## src/rtl/mem_copy_if.sv

```systemverilog
// Memory request/response types and the initiator<->RAM interface for mem_copy.
// mem_in_type is what the RAM receives; mem_out_type is what it returns.
package mem_copy_pkg;

  typedef struct packed {
    logic        mem_valid;
    logic [31:0] mem_addr;
    logic [63:0] mem_wdata;
    logic [7:0]  mem_wstrb;
  } mem_in_type;

  typedef struct packed {
    logic        mem_ready;
    logic [63:0] mem_rdata;
    logic        mem_error;
  } mem_out_type;

endpackage

interface mem_copy_if;
  import mem_copy_pkg::*;

  mem_in_type  mem_out;
  mem_out_type mem_in;

  modport master (output mem_out, input mem_in);
  modport slave  (input mem_out, output mem_in);
endinterface

```

## src/rtl/mem_copy.sv

```systemverilog
// mem_copy: block-copy engine, LENGTH doublewords from src to dst, one access
// outstanding at a time. Optional per-access ready timeout is enabled with
// the MEM_COPY_TIMEOUT_EN macro (TIMEOUT sets the limit in waiting cycles).
//
// state   | meaning
// --------+-------------------------------------------------
// IDLE    | waiting for start
// RD_REQ  | read request on the bus (mem_valid high)
// RD_WAIT | waiting for read response
// WR_REQ  | write request on the bus with the read data
// WR_WAIT | waiting for write response, then advance pointers
// DONE    | done pulse, back to IDLE
// FAIL    | error raised (sticky), back to IDLE
module mem_copy
  import mem_copy_pkg::*;
#(
  parameter int TIMEOUT = 1024
) (
  input  logic        clock,
  input  logic        reset,
  input  logic        start,
  input  logic [31:0] src_addr,
  input  logic [31:0] dst_addr,
  input  logic [15:0] length,
  output logic        busy,
  output logic        done,
  output logic        error,
  output logic [15:0] count,
  mem_copy_if.master  mem
);

  typedef enum logic [2:0] {
    IDLE, RD_REQ, RD_WAIT, WR_REQ, WR_WAIT, DONE, FAIL
  } state_t;

  state_t      state_q;
  logic [31:0] src_q, dst_q;
  logic [15:0] len_q, count_q;
  logic        busy_q, done_q, error_q;
  mem_in_type  req_q;

  logic [15:0] count_d;
  logic [31:0] src_d, dst_d;
  logic [31:0] src_start_d, dst_start_d;

  // Byte offsets inside a doubleword are meaningless for this engine.
  logic [5:0] unused_lsb;
  assign unused_lsb = {src_addr[2:0], dst_addr[2:0]};

`ifdef MEM_COPY_TIMEOUT_EN
  logic [31:0] wait_q;
  logic        wait_expire_d;
  // The waiting cycle that would bring the counter to TIMEOUT is the last one.
  assign wait_expire_d = ((wait_q + 32'd1) == 32'(TIMEOUT));
`else
  logic [31:0] unused_timeout;
  assign unused_timeout = 32'(TIMEOUT);
`endif

  // Pointer/count increments and aligned start addresses.
  always_comb begin
    count_d     = count_q + 16'd1;
    src_d       = src_q + 32'd8;
    dst_d       = dst_q + 32'd8;
    src_start_d = {src_addr[31:3], 3'b000};
    dst_start_d = {dst_addr[31:3], 3'b000};
  end

  // Copy sequencer; every output comes straight from a register here.
  always_ff @(posedge clock) begin
    if (reset) begin
      state_q <= IDLE;
      src_q   <= '0;
      dst_q   <= '0;
      len_q   <= '0;
      count_q <= '0;
      busy_q  <= 1'b0;
      done_q  <= 1'b0;
      error_q <= 1'b0;
      req_q   <= '0;
`ifdef MEM_COPY_TIMEOUT_EN
      wait_q  <= '0;
`endif
    end else begin
      case (state_q)
        IDLE: begin
          if (start) begin
            src_q   <= src_start_d;
            dst_q   <= dst_start_d;
            len_q   <= length;
            count_q <= '0;
            error_q <= 1'b0;
            if (length == 16'd0) begin
              state_q <= DONE;
              done_q  <= 1'b1;
              busy_q  <= 1'b0;
            end else begin
              state_q <= RD_REQ;
              busy_q  <= 1'b1;
              req_q   <= '{mem_valid: 1'b1, mem_addr: src_start_d,
                           mem_wdata: 64'd0, mem_wstrb: 8'h00};
            end
          end
        end
        RD_REQ: begin
          req_q   <= '0;
          state_q <= RD_WAIT;
`ifdef MEM_COPY_TIMEOUT_EN
          wait_q  <= '0;
`endif
        end
        RD_WAIT: begin
          if (mem.mem_in.mem_ready) begin
            if (mem.mem_in.mem_error) begin
              state_q <= FAIL;
              error_q <= 1'b1;
              busy_q  <= 1'b0;
            end else begin
              // The write request register doubles as the data buffer.
              state_q <= WR_REQ;
              req_q   <= '{mem_valid: 1'b1, mem_addr: dst_q,
                           mem_wdata: mem.mem_in.mem_rdata, mem_wstrb: 8'hFF};
            end
          end
`ifdef MEM_COPY_TIMEOUT_EN
          else if (wait_expire_d) begin
            state_q <= FAIL;
            error_q <= 1'b1;
            busy_q  <= 1'b0;
          end else begin
            wait_q <= wait_q + 32'd1;
          end
`endif
        end
        WR_REQ: begin
          req_q   <= '0;
          state_q <= WR_WAIT;
`ifdef MEM_COPY_TIMEOUT_EN
          wait_q  <= '0;
`endif
        end
        WR_WAIT: begin
          if (mem.mem_in.mem_ready) begin
            if (mem.mem_in.mem_error) begin
              state_q <= FAIL;
              error_q <= 1'b1;
              busy_q  <= 1'b0;
            end else begin
              count_q <= count_d;
              src_q   <= src_d;
              dst_q   <= dst_d;
              if (count_d == len_q) begin
                state_q <= DONE;
                done_q  <= 1'b1;
                busy_q  <= 1'b0;
              end else begin
                state_q <= RD_REQ;
                req_q   <= '{mem_valid: 1'b1, mem_addr: src_d,
                             mem_wdata: 64'd0, mem_wstrb: 8'h00};
              end
            end
          end
`ifdef MEM_COPY_TIMEOUT_EN
          else if (wait_expire_d) begin
            state_q <= FAIL;
            error_q <= 1'b1;
            busy_q  <= 1'b0;
          end else begin
            wait_q <= wait_q + 32'd1;
          end
`endif
        end
        DONE: begin
          done_q  <= 1'b0;
          state_q <= IDLE;
        end
        FAIL: begin
          state_q <= IDLE;
        end
        default: begin
          state_q <= IDLE;
          req_q   <= '0;
          busy_q  <= 1'b0;
          done_q  <= 1'b0;
        end
      endcase
    end
  end

  assign mem.mem_out = req_q;
  assign busy        = busy_q;
  assign done        = done_q;
  assign error       = error_q;
  assign count       = count_q;

endmodule

```

## src/flat_wrapper.sv

```systemverilog
// flat-port wrapper written by rule: the top's interface ports become plain ports
module mem_copy_flat import mem_copy_pkg::*;
#(
  parameter int TIMEOUT = 1024
)
  (clock, reset, start, src_addr, dst_addr, length, busy, done, error, count, mem_mem_out, mem_mem_in);
  mem_copy_if mem_i ();
  input  logic clock;
  input  logic reset;
  input  logic start;
  input  logic [31:0] src_addr;
  input  logic [31:0] dst_addr;
  input  logic [15:0] length;
  output logic busy;
  output logic done;
  output logic error;
  output logic [15:0] count;
  output wire logic [$bits(mem_i.mem_out)-1:0] mem_mem_out;
  input wire logic [$bits(mem_i.mem_in)-1:0] mem_mem_in;
  assign mem_mem_out = mem_i.mem_out;
  assign mem_i.mem_in = mem_mem_in;
  mem_copy #(.TIMEOUT(TIMEOUT)) u_core (.clock(clock), .reset(reset), .start(start), .src_addr(src_addr), .dst_addr(dst_addr), .length(length), .busy(busy), .done(done), .error(error), .count(count), .mem(mem_i));
endmodule
```

## config.mk

```make
export PLATFORM = sky130hd
export DESIGN_NAME = mem_copy_flat
export DESIGN_NICKNAME = d
export VERILOG_FILES = /design/src/rtl/mem_copy_if.sv /design/src/rtl/mem_copy.sv /design/src/flat_wrapper.sv
export SDC_FILE = /design/constraint.sdc
export NUM_CORES = 1
export LEC_CHECK = 0
export ABC_AREA = 1
export BUFFER_PORTS_ARGS = -buffer_cell sky130_fd_sc_hd__buf_2
export CAP_MARGIN = 30
export CELL_PAD_IN_SITES_DETAIL_PLACEMENT = 0
export CELL_PAD_IN_SITES_GLOBAL_PLACEMENT = 1
export CORE_AREA = 2 2 164 166
export CTS_BUF_LIST = sky130_fd_sc_hd__clkbuf_8
export CTS_CLUSTER_SIZE = 24
export DETAILED_ROUTE_END_ITERATION = 6
export DIE_AREA = 0 0 166 168
export PLACE_DENSITY = 0.81
export SYNTH_ARGS = -nofsm -noshare
export SYNTH_HDL_FRONTEND = slang
export SYNTH_SLANG_ARGS = --single-unit
export TNS_END_PERCENT = 100
```

## constraint.sdc

```tcl
create_clock -name clock -period 2.7 [get_ports clock]
set_input_delay 0.27 -clock clock [delete_from_list [all_inputs] [get_ports clock]]
set_output_delay 0.27 -clock clock [all_outputs]
set_load 0.01 [all_outputs]
```

# Yosys cells after proc, flatten, opt, wreduce, memory -nomap -nowiden
# Index checks and enable logic that the tools add are counted.
[word_totals]
inputBits = 149
out_inout_bits = 124
register_bits = 207
word_cells = 99
[classes]
n_reduce_logical = 15
eq_ne = 20
addsub = 3
mux = 46
bitwise_logic = 3
[ops]
columns = ["operator", "count"]
rows = [
  ["two-way mux 105 bit", 7],
  ["case mux 105 bit (4 select lines)", 1],
  ["two-way mux 32 bit", 6],
  ["case mux 32 bit (2 select lines)", 2],
  ["adder 32 x 4 -> 32 bit, second input constant", 2],
  ["two-way mux 16 bit", 3],
  ["case mux 16 bit (2 select lines)", 1],
  ["two-way mux 3 bit", 7],
  ["adder 16 x 1 -> 16 bit, second input constant", 1],
  ["== test 16 bit", 1],
  ["logical NOT 16 bit", 1],
  ["inequality test 2 bit, second input constant", 8],
  ["two-way mux 1 bit", 15],
  ["case mux 3 bit (5 select lines)", 1],
  ["AND reduction 6 bit", 2],
  ["== test 3 bit, second input constant", 3],
  ["inequality test 2 x 1 -> 1 bit, second input constant", 4],
  ["AND reduction 4 bit", 2],
  ["AND reduction 8 bit", 1],
  ["OR reduction 4 bit", 2],
  ["== test 3 x 2 -> 1 bit, second input constant", 2],
  ["case mux 1 bit (4 select lines)", 1],
  ["nonzero test 2 bit", 2],
  ["OR reduction 2 bit", 2],
  ["8 further kinds", 10],
]

# Longest topological paths before layout
[depth]
depth_word = 6
depth_mapped = 17
ltp_nobuf = 17

# Worst setup path after synthesis
# OpenSTA, ideal clock, no wires.
[synth_path]
path_type = "flip-flop to flip-flop"
from = "register u_core.count_q[0] (netlist: u_core.count[0])"
to = "register u_core.req_q, in the netlist u_core.mem.mem_out[81]"
path_slack_ns = 0.502
arrival_time_ns = 2.128
path_stages_with_launch = 16
t_required_ns = 2.630
setup_time_ns = 0.070
path_buffers = 2
synth_period_minus_slack_ns = 2.198
cell_sequence = "dfxtp_1 > ha_1 > nand2_1 > nor2_4 > nand3_1 > nand2_1 > nand3_1 > nand2_1 > nand2_1 > nor2_1 > nand4_2 > nand2_2 > buf_6 > buf_6 > nand2_1 > a21oi_1"
[synth_between]
elab_chain_cells = 4
[synth_lines]
columns = ["item", "line_no", "source"]
rows = [
  ["start: declaration", "mem_copy.sv:38", "logic [15:0] len_q, count_q;"],
  ["start signal: assignment", "mem_copy.sv:149", "count_q <= count_d;"],
  ["adder 16 x 1 -> 16 bit", "mem_copy.sv:62", "count_d = count_q + 16'd1;"],
  ["== test 16 bit", "mem_copy.sv:152", "if (count_d == len_q) begin"],
  ["inequality test 2 bit (no source line)", "--", ""],
  ["AND reduction 8 bit (no source line)", "--", ""],
  ["end signal: assignment", "mem_copy.sv:100", "req_q <= '{mem_valid: 1'b1, mem_addr: src_start_d,"],
  ["end signal: assignment", "mem_copy.sv:121", "req_q <= '{mem_valid: 1'b1, mem_addr: dst_q,"],
  ["end signal: assignment", "mem_copy.sv:158", "req_q <= '{mem_valid: 1'b1, mem_addr: src_d,"],
  ["end: declaration", "mem_copy.sv:40", "mem_in_type req_q;"],
]
# Every way passes these cells.
# A chain may end at the register's enable or synchronous reset.

# Worst setup path in the final report
[layout_path]
from = "register u_core.count_q[0] (netlist: u_core.count[0])"
to = "register u_core.req_q, in the netlist u_core.mem.mem_out[62]"
# The elaborated chain is that of the path after synthesis.

==> summary.md <==
| Metric | Value |
|---|---|
| Result of the run | completed |
| Number of synthesized flops with an enable pin | 0 |
| Boundary pin count | 273 |
| Worst skew pair latency | 510 ps |
| Data required time at the worst endpoint | 3130 ps |
| Area of the core region | 0.0264 mm2 |
| Fraction of final layout cells with drive strength greater than 1 | 0.208 |
| Cell with the most instances after synthesis | sky130_fd_sc_hd__nand2_1 |
| Number of buffers inserted during clock tree synthesis | 17 |
| Routability cong. | 0.908 |
| Number of max-cap violations | 0 |
| Critical Path Fanout Max | 31 |
| Total number of H-tree levels | 4 |
| WL final | 35.6 mm |
| Crit start category | register |
| Share of the synthesized area in the top cell type | 0.392 |
| Number of cells produced by synthesis | 1478 |
| Buffer depth of the longest clock path | 2 |
| Min-Delay Path Class | in -> reg |
| Fill count | 2727 |
| DIE AREA | 0.0279 mm2 |
| Antenna violations before repair | 1 |
| First-pass GRT wire length | 54.1 mm |
| Final count of negative-setup-slack endpoints | 0 |
| Category of the critical setup timing path | reg -> reg |
| Dominant cell type by count on the critical path | sky130_fd_sc_hd__nand2_1 |
| Relative slew margins | 0.550 |
| Half-perimeter wire length of the detailed placement result | 25.3 mm |
| Share of flip-flops with an asynchronous set or reset after synthesis | 0 |
| Pre-Repair DR Iteration Count | 7 |
| Initial standard-cell utilization of the core | 0.372 |
| Die height | 168 um |
| Top Family by Delay on Critical Path | simple AND/OR/NAND/NOR gates |
| Number of nets in the finished design | 1918 |
| Vias in the first global route | 9815 |
| Library cell contributing the largest single delay on the critical path | sky130_fd_sc_hd__dfxtp_4 |
| Min Tclk post-route | 2450 ps |
| Total congestion overflow | 0 |
| Clock sink count | 192 |
| Overall Global Routing Usage | 0.244 |
| Routed via count | 11050 |
| Slew Limit Fails | 0 |
| Largest cells by area after synthesis | sky130_fd_sc_hd__dfxtp_1 (39%), sky130_fd_sc_hd__nand2_1 (16%), sky130_fd_sc_hd__a21oi_1 (10%) |
| Post-route setup slack | 252 ps |
| Total power density per cell area | 877 mW/mm2 |
| Die boundary width | 166 um |
| Portion of the clock cycle consumed by the worst path in the final layout | 0.907 |
| Worst slew pin tran | 674 ps |
| Layout overhead on the synthesized area | 28.5% |
| Final core occ | 0.478 |
| Remaining DRCs | 0 |
| Count of input and output buffers | 266 |
| Worst vdd ir | 438 uV |
| Diode count | 0 |
| Maximum operating frequency | 409 MHz |
| Worst slack after detailed placement | 177 ps |
| YS warnings | 0 |
| Max stage delay on crit path | 400 ps |
| Per-cell via count in the routed design | 5.21 |
| Leading cell types by count after synthesis | sky130_fd_sc_hd__nand2_1 (418), sky130_fd_sc_hd__a21oi_1 (203), sky130_fd_sc_hd__dfxtp_1 (192) |
| Post-route cell area | 0.0126 mm2 |
| Syn nets | 1630 |
| Setup clock skew after layout | 29.1 ps |
| Total count of hold-check failures in the final report | 0 |
| Worst Path Buf+Inv | 2 |
| Standby leakage power | 0.00540 uW |
| Clk Tree Root Cell | sky130_fd_sc_hd__clkbuf_8 |
| Count of cell types in the netlist | 41 |
| Register bit count reported by yosys | 192 |
| Sequential cell area fraction in the yosys report | 0.392 |
| Capturing element type of the critical path | register |
| Average instance area after synthesis | 6.64 um2 |
| Placement Rows | 60 |
| Ordered list of cells on the worst path | ha_1 -> nand3_2 -> nor2_1 -> buf_4 -> nand3_1 -> nand2_1 -> nand2_1 -> nand2_1 -> nand2_1 -> nor2_4 -> nand4_4 -> nand2_8 -> buf_16 -> nand2_1 -> a21oi_1 |
| Number of DRC markers in iteration 0 | 846 |
| Per-cell routed wire length | 16.8 um |
| CTS tree | built |
| Clock-pin slew reported for the worst setup and hold paths after clock tree synthesis | 130 ps |
| Area after DPL | 0.0115 mm2 |
| Total power | 11100 uW |
| Top cell type by total area after synthesis | sky130_fd_sc_hd__dfxtp_1 |
| Antenna violation net count after detailed routing | 0 |
| Post-synthesis instance area | 0.00981 mm2 |
| Most used flip-flop cell after synthesis | sky130_fd_sc_hd__dfxtp_1 |
| Maximum number of pins on one net before global-route repair | 71 |
| Arrival time of the worst setup path | 2880 ps |
final timing paths:
path / start / end / slack (ps) / cells after the start
max: u_core.count[0] / u_core.mem.mem_out[62] / 250 / 15
max reg2reg: u_core.count[0] / u_core.mem.mem_out[62] / 250 / 15
min reg2reg: u_core.mem.mem_out[104] / u_core.mem.mem_out[104] / 460 / 2
min: mem_mem_in[58] / u_core.mem.mem_out[65] / 20 / 3
power breakdown:
group,leakage (uW),switching [uW],internal [uW]
clock,0.000224,1310,829
combinational,0.00360,3120,1710
sequential,0.00157,561,3530
state kept, by name (all words and copies together), names as in the netlist, 3 cells and up:
name	cells
u_core.mem.mem_out	96
u_core.dst_q	29
u_core.src_q	29
u_core.count	16
u_core.len_q	16
u_core.state_q	3
layout by cell type, fill, tap and decap left out, drive strengths merged, types with 10 or more instances in the layout:
master,instances
a21oi,203
a221oi,17
buf,301
clkbuf,18
dfxtp,192
dlygate4sd3,57
inv,132
nand2,420
nand3,135
nand4,18
nor2,83
nor3,23
nor4,10
o211ai,17
o21ai,95
layout make-up:
type	instances	area, um2	share of cell area
clock buffer	17	234	0.0186
clock inverter	15	220	0.0175
inverter	124	465	0.0369
multi-input combinational	1072	5130	0.407
sequential	192	3850	0.305
tap	341	427	0.0338
timing repair buffer	359	2270	0.180
logic make-up (layout without fill, tap and decap cells):
group                    Yosys count  after routing  share of synthesized area
XOR/XNOR                           5              5                    0.00587
adder cells (fa/ha/maj)            3              3                    0.00383
AND/OR/NAND/NOR                  700            700                      0.303
AO/OA/AOI/OAI                    364            364                      0.204
buffers and inverters            214            515                     0.0906
flip-flops                       192            192                      0.392
per-layer routing:
layer / vias up / global-route usage / part of all wire
met1: 5130 / 0.318 / 0.44
met5: - / 0 / 0.00025
met2: 340 / 0.406 / 0.48
met4: 2 / 0.0979 / 0.030
met3: 59 / 0.0364 / 0.051
li1: 5519 / - / -
stage by stage:
stage / TNS, ps / cells / hold WS [ps]
final: 0 / 2120 / 24.6
after global routing: -0.907 / 2120 / 11.7
after CTS: 0 / 2118 / 0.233
after detailed placement: 0 / 2029 / 450
after global placement: 0 / 2029 / 445
after floorplan: 0 / 1478 / 417
what timing repair did:
action	CTS	global route
hold buffers	57	0
hold endpoints to repair	57	0
setup buffers	0	1
endpoints found under the setup margin	0	101
gates resized for setup	0	15
worst register-to-register path, delay by kind of cell (launching register included):
| family | cells | cell delay, ps |
|---|---|---|
| buf+inv | 2 | 340 |
| simple gates | 11 | 1270 |
| compound gates | 1 | 140 |
| flops | 1 | 400 |
| fa+ha+maj | 1 | 220 |
(Power assumes the default switching activity.)
